$ cat src/rtl/alu_share_arb.sv
// alu_share_arb: round-robin sharing of one registered ALU
// between NREQ valid/ready requesters, with local div-0 trap.
module alu_share_arb #(
  parameter int NREQ = 4
) (
  input  logic              clk,
  input  logic              reset,
  input  logic [NREQ-1:0]   req_valid,
  output logic [NREQ-1:0]   req_ready,
  input  logic [4*NREQ-1:0] req_a,
  input  logic [4*NREQ-1:0] req_b,
  input  logic [3*NREQ-1:0] req_op,
  output logic [3:0]        alu_a,
  output logic [3:0]        alu_b,
  output logic [2:0]        alu_op,
  input  logic [7:0]        alu_c,
  output logic [NREQ-1:0]   rsp_valid,
  output logic [7:0]        rsp_data,
  output logic              rsp_err,
  output logic              busy
);

  localparam int IW = (NREQ > 1) ? $clog2(NREQ) : 1;

  localparam logic [1:0] S_IDLE  = 2'd0;
  localparam logic [1:0] S_ISSUE = 2'd1;
  localparam logic [1:0] S_WAIT  = 2'd2;
  localparam logic [1:0] S_RESP  = 2'd3;

  localparam logic [IW-1:0] LAST = IW'(NREQ - 1);

  logic [1:0]    state;
  logic [IW-1:0] last_grant;
  logic [IW-1:0] lat_id;
  logic [3:0]    lat_a;
  logic [3:0]    lat_b;
  logic [2:0]    lat_op;
  logic [7:0]    rsp_data_r;
  logic          rsp_err_r;

  logic [IW-1:0] win_idx;
  logic [IW-1:0] idx;
  logic          win_found;
  logic [3:0]    sel_a;
  logic [3:0]    sel_b;
  logic [2:0]    sel_op;
  logic          grant;
  logic          div0;

  // round-robin search starting just past the last winner
  always_comb begin
    win_found = 1'b0;
    win_idx   = '0;
    idx       = last_grant;
    for (int k = 0; k < NREQ; k++) begin
      idx = (idx == LAST) ? '0 : idx + 1'b1;
      if (!win_found && req_valid[idx]) begin
        win_found = 1'b1;
        win_idx   = idx;
      end
    end
  end

  // winner's operands and one-hot ready/response strobes
  always_comb begin
    sel_a     = '0;
    sel_b     = '0;
    sel_op    = '0;
    req_ready = '0;
    rsp_valid = '0;
    for (int i = 0; i < NREQ; i++) begin
      if (win_idx == IW'(i)) begin
        sel_a  = req_a[4*i +: 4];
        sel_b  = req_b[4*i +: 4];
        sel_op = req_op[3*i +: 3];
      end
      req_ready[i] = grant && (win_idx == IW'(i));
      rsp_valid[i] = (state == S_RESP) &&
                     (lat_id == IW'(i));
    end
  end

  assign grant = reset && (state == S_IDLE) && win_found;
  assign div0  = (sel_op == 3'd3) && (sel_b == 4'd0);

  assign alu_a    = lat_a;
  assign alu_b    = lat_b;
  assign alu_op   = lat_op;
  assign rsp_data = rsp_data_r;
  assign rsp_err  = rsp_err_r;
  assign busy     = (state != S_IDLE);

  // sequencer: accept, issue, wait one ALU cycle, respond
  always_ff @(posedge clk) begin
    if (!reset) begin
      state      <= S_IDLE;
      last_grant <= LAST;
      lat_id     <= '0;
      lat_a      <= '0;
      lat_b      <= '0;
      lat_op     <= '0;
      rsp_data_r <= '0;
      rsp_err_r  <= 1'b0;
    end else begin
      unique case (state)
        S_IDLE: begin
          if (grant) begin
            lat_id     <= win_idx;
            last_grant <= win_idx;
            lat_a      <= sel_a;
            lat_b      <= sel_b;
            if (div0) begin
              // trapped divide never reaches the ALU opcode lines
              lat_op     <= 3'd0;
              rsp_data_r <= '0;
              rsp_err_r  <= 1'b1;
              state      <= S_RESP;
            end else begin
              lat_op <= sel_op;
              state  <= S_ISSUE;
            end
          end
        end
        S_ISSUE: state <= S_WAIT;
        S_WAIT: begin
          rsp_data_r <= alu_c;
          rsp_err_r  <= 1'b0;
          state      <= S_RESP;
        end
        S_RESP:  state <= S_IDLE;
        default: state <= S_IDLE;
      endcase
    end
  end

endmodule
$ cat config.mk
export PLATFORM = sky130hd
export DESIGN_NAME = alu_share_arb
export DESIGN_NICKNAME = d
export VERILOG_FILES = /design/src/rtl/alu_share_arb.sv
export SDC_FILE = /design/constraint.sdc
export NUM_CORES = 1
export LEC_CHECK = 0
export BUFFER_PORTS_ARGS = -buffer_cell sky130_fd_sc_hd__buf_4
export CORE_UTILIZATION = 28
export CTS_CLUSTER_DIAMETER = 60
export DETAILED_ROUTE_END_ITERATION = 10
export PLACE_DENSITY = 0.58
export SLEW_MARGIN = 10
export SYNTH_ARGS = -nofsm -noshare
export SYNTH_HDL_FRONTEND = slang
export SYNTH_SLANG_ARGS = --single-unit
$ cat constraint.sdc
create_clock -name clk -period 4.8 [get_ports clk]
set_input_delay 0.72 -clock clk [delete_from_list [all_inputs] [get_ports clk]]
set_output_delay 0.72 -clock clk [all_outputs]
set_load 0.02 [all_outputs]
==> results.md, run 1 <==
- Die X-Extent: 79.7 um
- Avg Cell Area, Syn: around 7.5 sq um
- Cell taking the most area after synthesis: dfxtp_1
- Leak: 1.07 nW
- Post-cts sizing count: 0
- I/O pins: 87
- Power per cell area: 542 mW/mm^2
- Initial antenna violation count: 0
- CP bufs+invs: 0
- Worst Tran Pin Value: 0.961 ns
- Top-count cell post-synth: nand2_1
- CP top delay family: compound AO/OA/AOI/OAI gates
- Setup TNS: 0 ns
- CTS sink count: 26
- Synth top area share: 0.308
- Final nets: approximately 370
- Primary FF master, synth: dfxtp_1
- Post-synth EDFFs: 0
- Max Cap Violations: 0
- Port Buffers: 86
- Fillers: 639
- Crit path DAT: 3.73 ns
- Final hold vios: 0
- Crit path largest cell delay: between 0.8 and 0.9 ns
- Final Max Slew Viols: 0
- Diodes inserted: 0
- Final HPWL DP: 4050 um
- Critical path class: reg -> reg
- Peak supply drop: 304 uV
- Syn. warnings: 0
- Clock Latency Late Sink: around 0.27 ns
- Cell area after synthesis: 0.00169 sq mm
- Via count: 1,899
- Clock power frac: 0.095
- Setup bufs post-CTS: 0
- Die height: about 80 um
- Syn Nets: 289
- Synth top cells by count: 62 x nand2_1, 26 x dfxtp_1, 24 x nand3_1
- Layout cell share with drive strength beyond 1: 0.333
- Core area: 0.00568 sq mm
- Cell count after synthesis: approximately 230
- TritonRoute pass-1 iters: 4
- Type of origin of the critical path: register
- Setup violators final: 0
- Starting Density: 0.298
- Vias in the first global route: approximately 1.8k
- Clock transition at the registers of the reported paths: 0.09 ns
- Sw Share: 0.487
- Gr usage total: 0.173
- Flops & latches, synth: 26
- Final period util: 0.734
- Setup crit end kind: register
- Via density: 5.02
- Comb power frac: 0.649
- Die ar.: 0.00636 sq mm
- Initial DRC count: 95
- Drt drc: 0
- Hold Buf Count CTS: 0
- CP max-delay cell: o32ai_2
- Final Skew: 0.00368 ns
- Flop pwr share: 0.257
- Detailed Route WL: 5220 um
- Total power: 1.32 mW
- Remaining antenna violation count: 0
- Fmax: 284 MHz
- CTS buffer count: 3
- Status: completed
- GRT overflow: 0
- P&R area growth vs syn: 43.3%
- First-pass GRT wire length: 8610 um
- Critical-path cell list: ha_1 -> nor3_2 -> o22a_1 -> nand2_2 -> o311ai_0 -> o221ai_2 -> o32ai_2 -> mux2i_1
- Seq/Total Area, Yosys: 0.308
- CP max FO: 17
- Synth cell types: 51
- Minimum clock period: 3.53 ns
- Hold Crit Class: reg -> reg
- Internal power: about 680 uW
- TritonCTS clock tree: yes
- Max clock buf depth: 2
- Unrepaired setup endpoints after global routing: no
- Gp weighted congestion: 0.792
- Synth async-reset ratio: 0
- Root Driver: clkbuf_8
- P_sw: 640 uW
- H-tree depth: 1
- Wire length per cell: 13.8 um
- Top cells by area, synth: dfxtp_1 31%, nand2_1 14%, nand3_1 7.1%
- Worst endpoint required time: approximately 5.0 ns
- Slew HR: 0.359
- Largest net degree at the start of global routing: 22
- Rows: 27
-- worst paths after layout --
check / slack (ns) / cells after the start / start / end
worst min register to register: 0.46 / 2 / alu_op[2]$_SDFFE_PN0P_ / alu_op[2]$_SDFFE_PN0P_
worst max-delay path: 1.27 / 8 / last_grant[0]$_SDFFE_PN1P_ / rsp_data[7]$_SDFFE_PN0P_
worst min-delay path: 0.46 / 2 / alu_op[2]$_SDFFE_PN0P_ / alu_op[2]$_SDFFE_PN0P_
worst max register to register: 1.27 / 8 / last_grant[0]$_SDFFE_PN1P_ / rsp_data[7]$_SDFFE_PN0P_
-- final cells by class --
| type | instances | area (sq um) | share of cell area |
|---|---|---|---|
| inverter | 9 | 33.8 | 0.0139 |
| sequential | 26 | 520 | 0.215 |
| multi-input combinational | 180 | 1080 | 0.445 |
| timing repair buffer | 88 | 661 | 0.272 |
| tap | 72 | 90.1 | 0.0372 |
| clock buffer | 3 | 41.3 | 0.0170 |
-- power by group through the flow --
stage,registers [mW],clock network [mW],logic (mW)
3_3_place_gp,0.342,0,0.847
5_1_grt,0.350,0.141,0.950
4_1_cts,0.338,0.127,0.861
3_5_place_dp,0.342,0,0.860
6_report,0.337,0.124,0.853
2_1_floorplan,0.394,0,0.540
-- through the flow --
stage	setup slack, ns	hold slack [ns]	instance area (sq um)	util	instances
6_report	1.27	0.459	2420	0.427	378
5_1_grt	0.874	0.480	2420	0.427	378
4_1_cts	1.26	0.460	2420	0.427	378
3_5_place_dp	1.28	0.447	2380	0.420	375
3_3_place_gp	1.40	0.445	2380	0.420	375
2_1_floorplan	1.92	0.445	1690	-	226
-- cells in the final DEF (no fill, tap or decap), drive strengths merged, types with 8 or more instances in the layout --
cell type	count
a21boi	8
dfxtp	26
mux2i	9
nand2	63
o21ai	10
nand3	24
nor2	8
a21oi	8
buf	88
inv	8
-- routing by layer --
metal  track usage  wire [um]  up-vias
li1              -          -      968
met3        0.0411        332        4
met4        0.0400         39        0
met1         0.210       2240      869
met2         0.303       2600       58
met5             0          0        -
-- sequential cells by signal, indices dropped and copies added, names as in the netlist --
| name | flops |
|---|---|
| alu_op | 3 |
| lat_id | 2 |
| alu_b | 4 |
| state | 2 |
| rsp_data | 8 |
| alu_a | 4 |
| rsp_err | 1 |
| last_grant | 2 |
-- cells by family after synthesis --
logic type	share of synthesized area
fa+ha+maj	0.0370
flops	0.308
buf+inv	0.0547
simple gates	0.290
mux	0.0533
compound gates	0.257
-- worst register-to-register path, cell delays in order, from the launching register on --
cell	delay, ns
dfxtp_1	0.47
ha_1	0.34
nor3_2	0.23
o22a_1	0.39
nand2_2	0.29
o311ai_0	0.43
o221ai_2	0.22
o32ai_2	0.82
mux2i_1	0.27
(Power assumes the default switching activity.)
==> inputs of run 2 (changes only) <==
--- a/config.mk
+++ b/config.mk
@@ -5,6 +5,7 @@
 export SDC_FILE = /design/constraint.sdc
 export NUM_CORES = 1
 export LEC_CHECK = 0
+export ABC_AREA = 1
 export BUFFER_PORTS_ARGS = -buffer_cell sky130_fd_sc_hd__buf_4
 export CORE_UTILIZATION = 28
 export CTS_CLUSTER_DIAMETER = 60
==> constraint.sdc (replaced) <==
create_clock -name clk -period 3.2 [get_ports clk]
set_input_delay 0.48 -clock clk [delete_from_list [all_inputs] [get_ports clk]]
set_output_delay 0.48 -clock clk [all_outputs]
set_load 0.02 [all_outputs]
==> run 2 against run 1 <==
Cell count rose by 31%. Non-clock buffer count rose by 9. Clock skew rose by 0.0011 ns. Critical path type is now reg -> out. Largest cell class unchanged.
==> results.md, run 2 <==
- Top cells by area, synth: dfxtp_1 26%, nand2_1 17%, nand3_1 11%
- Final std cells w/o fill: 496
- Power per cell area: 1240 mW/mm^2
- Remaining antenna violation count: 0
- CTS buffer count: 3
- Via density: 4.57
- TritonCTS clock tree: yes
- Largest net degree at the start of global routing: 19
- Cells after DPL: 485
- Syn. warnings: 0
- Rows: 30
- I/O pins: 87
- Max clock buf depth: 2
- DP Area: around 0.0027 sq mm
- Crit Reg-Reg Endpoint: rsp_data[2]$_SDFFE_PN0P_
- Launching point of the worst reg2reg path: last_grant[0]$_SDFFE_PN1P_
- Max Cap Violations: 0
- Die X-Extent: 86.3 um
- WHS Path Cells: 2
- Leak: 1.48 nW
- Die height: 86.3 um
- P&R area growth vs syn: 45.5%
- Final Cell Area: 0.00290 sq mm
- Setup TNS: 0 ns
- Worst endpoint required time: roughly 2.7 ns
- GRT overflow: 0
- Final period util: 0.926
- Max FFs per register: 8
- Starting Density: 0.291
- Syn Nets: 370
- Commonest cells after routing, fill and taps aside: 97 x buf_4, 87 x nand2_1, 44 x nand3_1
- R2R setup slack: roughly 0.32 ns
- Initial DRC count: 84
- Drt drc: 0
- Hold Crit Class: reg -> reg
- Unrepaired setup endpoints after global routing: no
- Root Driver: clkbuf_8
- CP most frequent cell: nand2_1
- Crit path largest cell delay: 0.39 ns
- Minimum clock period: 2.96 ns
- Detailed Route WL: 5800 um
- Top-count cell post-synth: nand2_1
- Slew HR: 0.716
- Via count: 2,268
- Worst Tran Pin Value: 0.425 ns
- Initial antenna violation count: 0
- Setup crit end kind: output pin
- Core area: 0.00683 sq mm
- Commonest non-fill, non-tap cell in the layout: buf_4
- Crit path DAT: 2.48 ns
- Reg2Reg Depth: 20
- Critical-path cell list: ha_2 -> inv_4 -> nand2_1 -> nand2_2 -> nand2_1 -> nand2_1 -> nor2_1 -> nand3_1 -> nand2_1 -> nor2_4 -> inv_1 -> buf_4 -> nor2_1 -> buf_4
- Vias in the first global route: 2,039
- Final Skew: 0.00483 ns
- Final Max Slew Viols: 0
- Critical path class: reg -> out
- Cell taking the most area after synthesis: dfxtp_1
- Synth cell types: 29
- Gr usage total: 0.150
- WHS Endpoint: rsp_data[4]$_SDFFE_PN0P_
- H-tree depth: 1
- Cell area after synthesis: between 0.0015 and 0.002 sq mm
- Clock transition at the registers of the reported paths: 0.09 ns
- CP max-delay cell: dfxtp_2
- CTS sink count: 26
- Type of origin of the critical path: register
- Wire length per cell: 11.7 um
- Status: completed
- Peak supply drop: ~560 uV
- Diodes inserted: 0
- Worst hold slack: 0.469 ns
- Flops & latches, synth: 26
- Setup violators final: 0
- Post-synth EDFFs: 0
- Hold Crit Start: rsp_data[4]$_SDFFE_PN0P_
- TritonRoute pass-1 iters: 4
- Cell count after synthesis: 307
- Gp weighted congestion: 0.890
- Primary FF master, synth: dfxtp_1
- Synth top cells by count: 88 x nand2_1, 44 x nand3_1, 31 x inv_1
- Layout cell share with drive strength beyond 1: 0.365
- Synth async-reset ratio: 0
- Final HPWL DP: between 4000 and 5000 um
- Synth top area share: 0.262
- First-pass GRT wire length: 9220 um
- CP max FO: 9
- Final nets: 464
- Clock Latency Late Sink: 0.27 ns
- Seq/Total Area, Yosys: 0.262
- Die ar.: between 0.007 and 0.008 sq mm
- Final hold vios: 0
- Avg Cell Area, Syn: 6.48 sq um
- Fmax: 338 MHz
- Port Buffers: 86
==> run 2: cell count changes in the layout (fill, tap and decap cells not counted), sizes merged, moves of 5 or more <==
cell	previous run	this run
a21boi	8	0
a32oi	5	0
buf	88	97
inv	8	34
mux2i	9	0
nand2	63	105
nand3	24	51
nand4	0	9
nor2	8	34
==> run 2: cell families (layout without fill, tap and decap cells) <==
group,Yosys count,count (layout),synth area share
and+or+nand+nor,204,206,0.518
buffers and inverters,44,135,0.107
AOI/OAI and AO/OA,28,28,0.0824
DFF,26,26,0.262
adders and majority gates,5,5,0.0314
==> run 2: power by group <==
part           leakage [nW]  switching (mW)  internal, mW
clock                0.0357           0.104         0.167
sequential            0.213          0.0542         0.423
combinational          1.23            1.83          1.01
total                  1.48            1.99          1.61
==> run 2: critical path: cells and delay by family, from the launching register on <==
| kind | cells | cell delay, ns |
|---|---|---|
| fa+ha+maj | 1 | 0.35 |
| simple gates | 9 | 0.96 |
| buf+inv | 4 | 0.51 |
| flops | 1 | 0.39 |
==> run 2: worst max path at each step <==
stage	startpoint	endpoint	depth (start not counted)
finish	last_grant[0]$_SDFFE_PN1P_	req_ready[3]	14
detailed placement	last_grant[0]$_SDFFE_PN1P_	rsp_data[0]$_SDFFE_PN0P_	19
global route	last_grant[0]$_SDFFE_PN1P_	rsp_data[6]$_SDFFE_PN0P_	22
floorplan	last_grant[0]$_SDFFE_PN1P_	req_ready[0]	11
global placement	last_grant[0]$_SDFFE_PN1P_	rsp_data[3]$_SDFFE_PN0P_	20
CTS	last_grant[0]$_SDFFE_PN1P_	req_ready[3]	14
==> run 2: per-layer routing <==
layer,share of wire,wire (um),GRT usage,vias up
met3,0.052,300,0.0295,8
met1,0.47,2740,0.215,996
met2,0.46,2690,0.236,74
met5,0,0,0,-
li1,-,-,-,1190
met4,0.011,66,0.0242,0
==> run 2: layout make-up <==
| cell class | count | area, sq um |
|---|---|---|
| Sequential cell | 26 | 522 |
| Clock inverter | 1 | 30.0 |
| Inverter | 34 | 133 |
| Timing Repair Buffer | 97 | 728 |
| Multi-Input combinational cell | 239 | 1320 |
| Clock buffer | 3 | 41.3 |
| Tap cell | 96 | 120 |
| Fill cell | 736 | 3940 |
==> run 2: repair_timing <==
action	4_1_cts	5_1_grt
cloned	0	2
endpoints found under the setup margin	1	13
hold buffers	0	0
pin swaps	0	4
resized for setup	1	12
setup buffers	0	5
==> run 2: stage by stage <==
| stage | total power, mW | utilization | setup slack [ns] |
|---|---|---|---|
| finish | 3.59 | 0.424 | 0.237 |
| global route | 3.97 | 0.424 | 0.0201 |
| CTS | 3.33 | 0.409 | 0.0679 |
| detailed placement | 3.05 | 0.398 | 0.114 |
| global placement | 3.06 | 0.398 | 0.125 |
| floorplan | 2.53 | - | 0.380 |
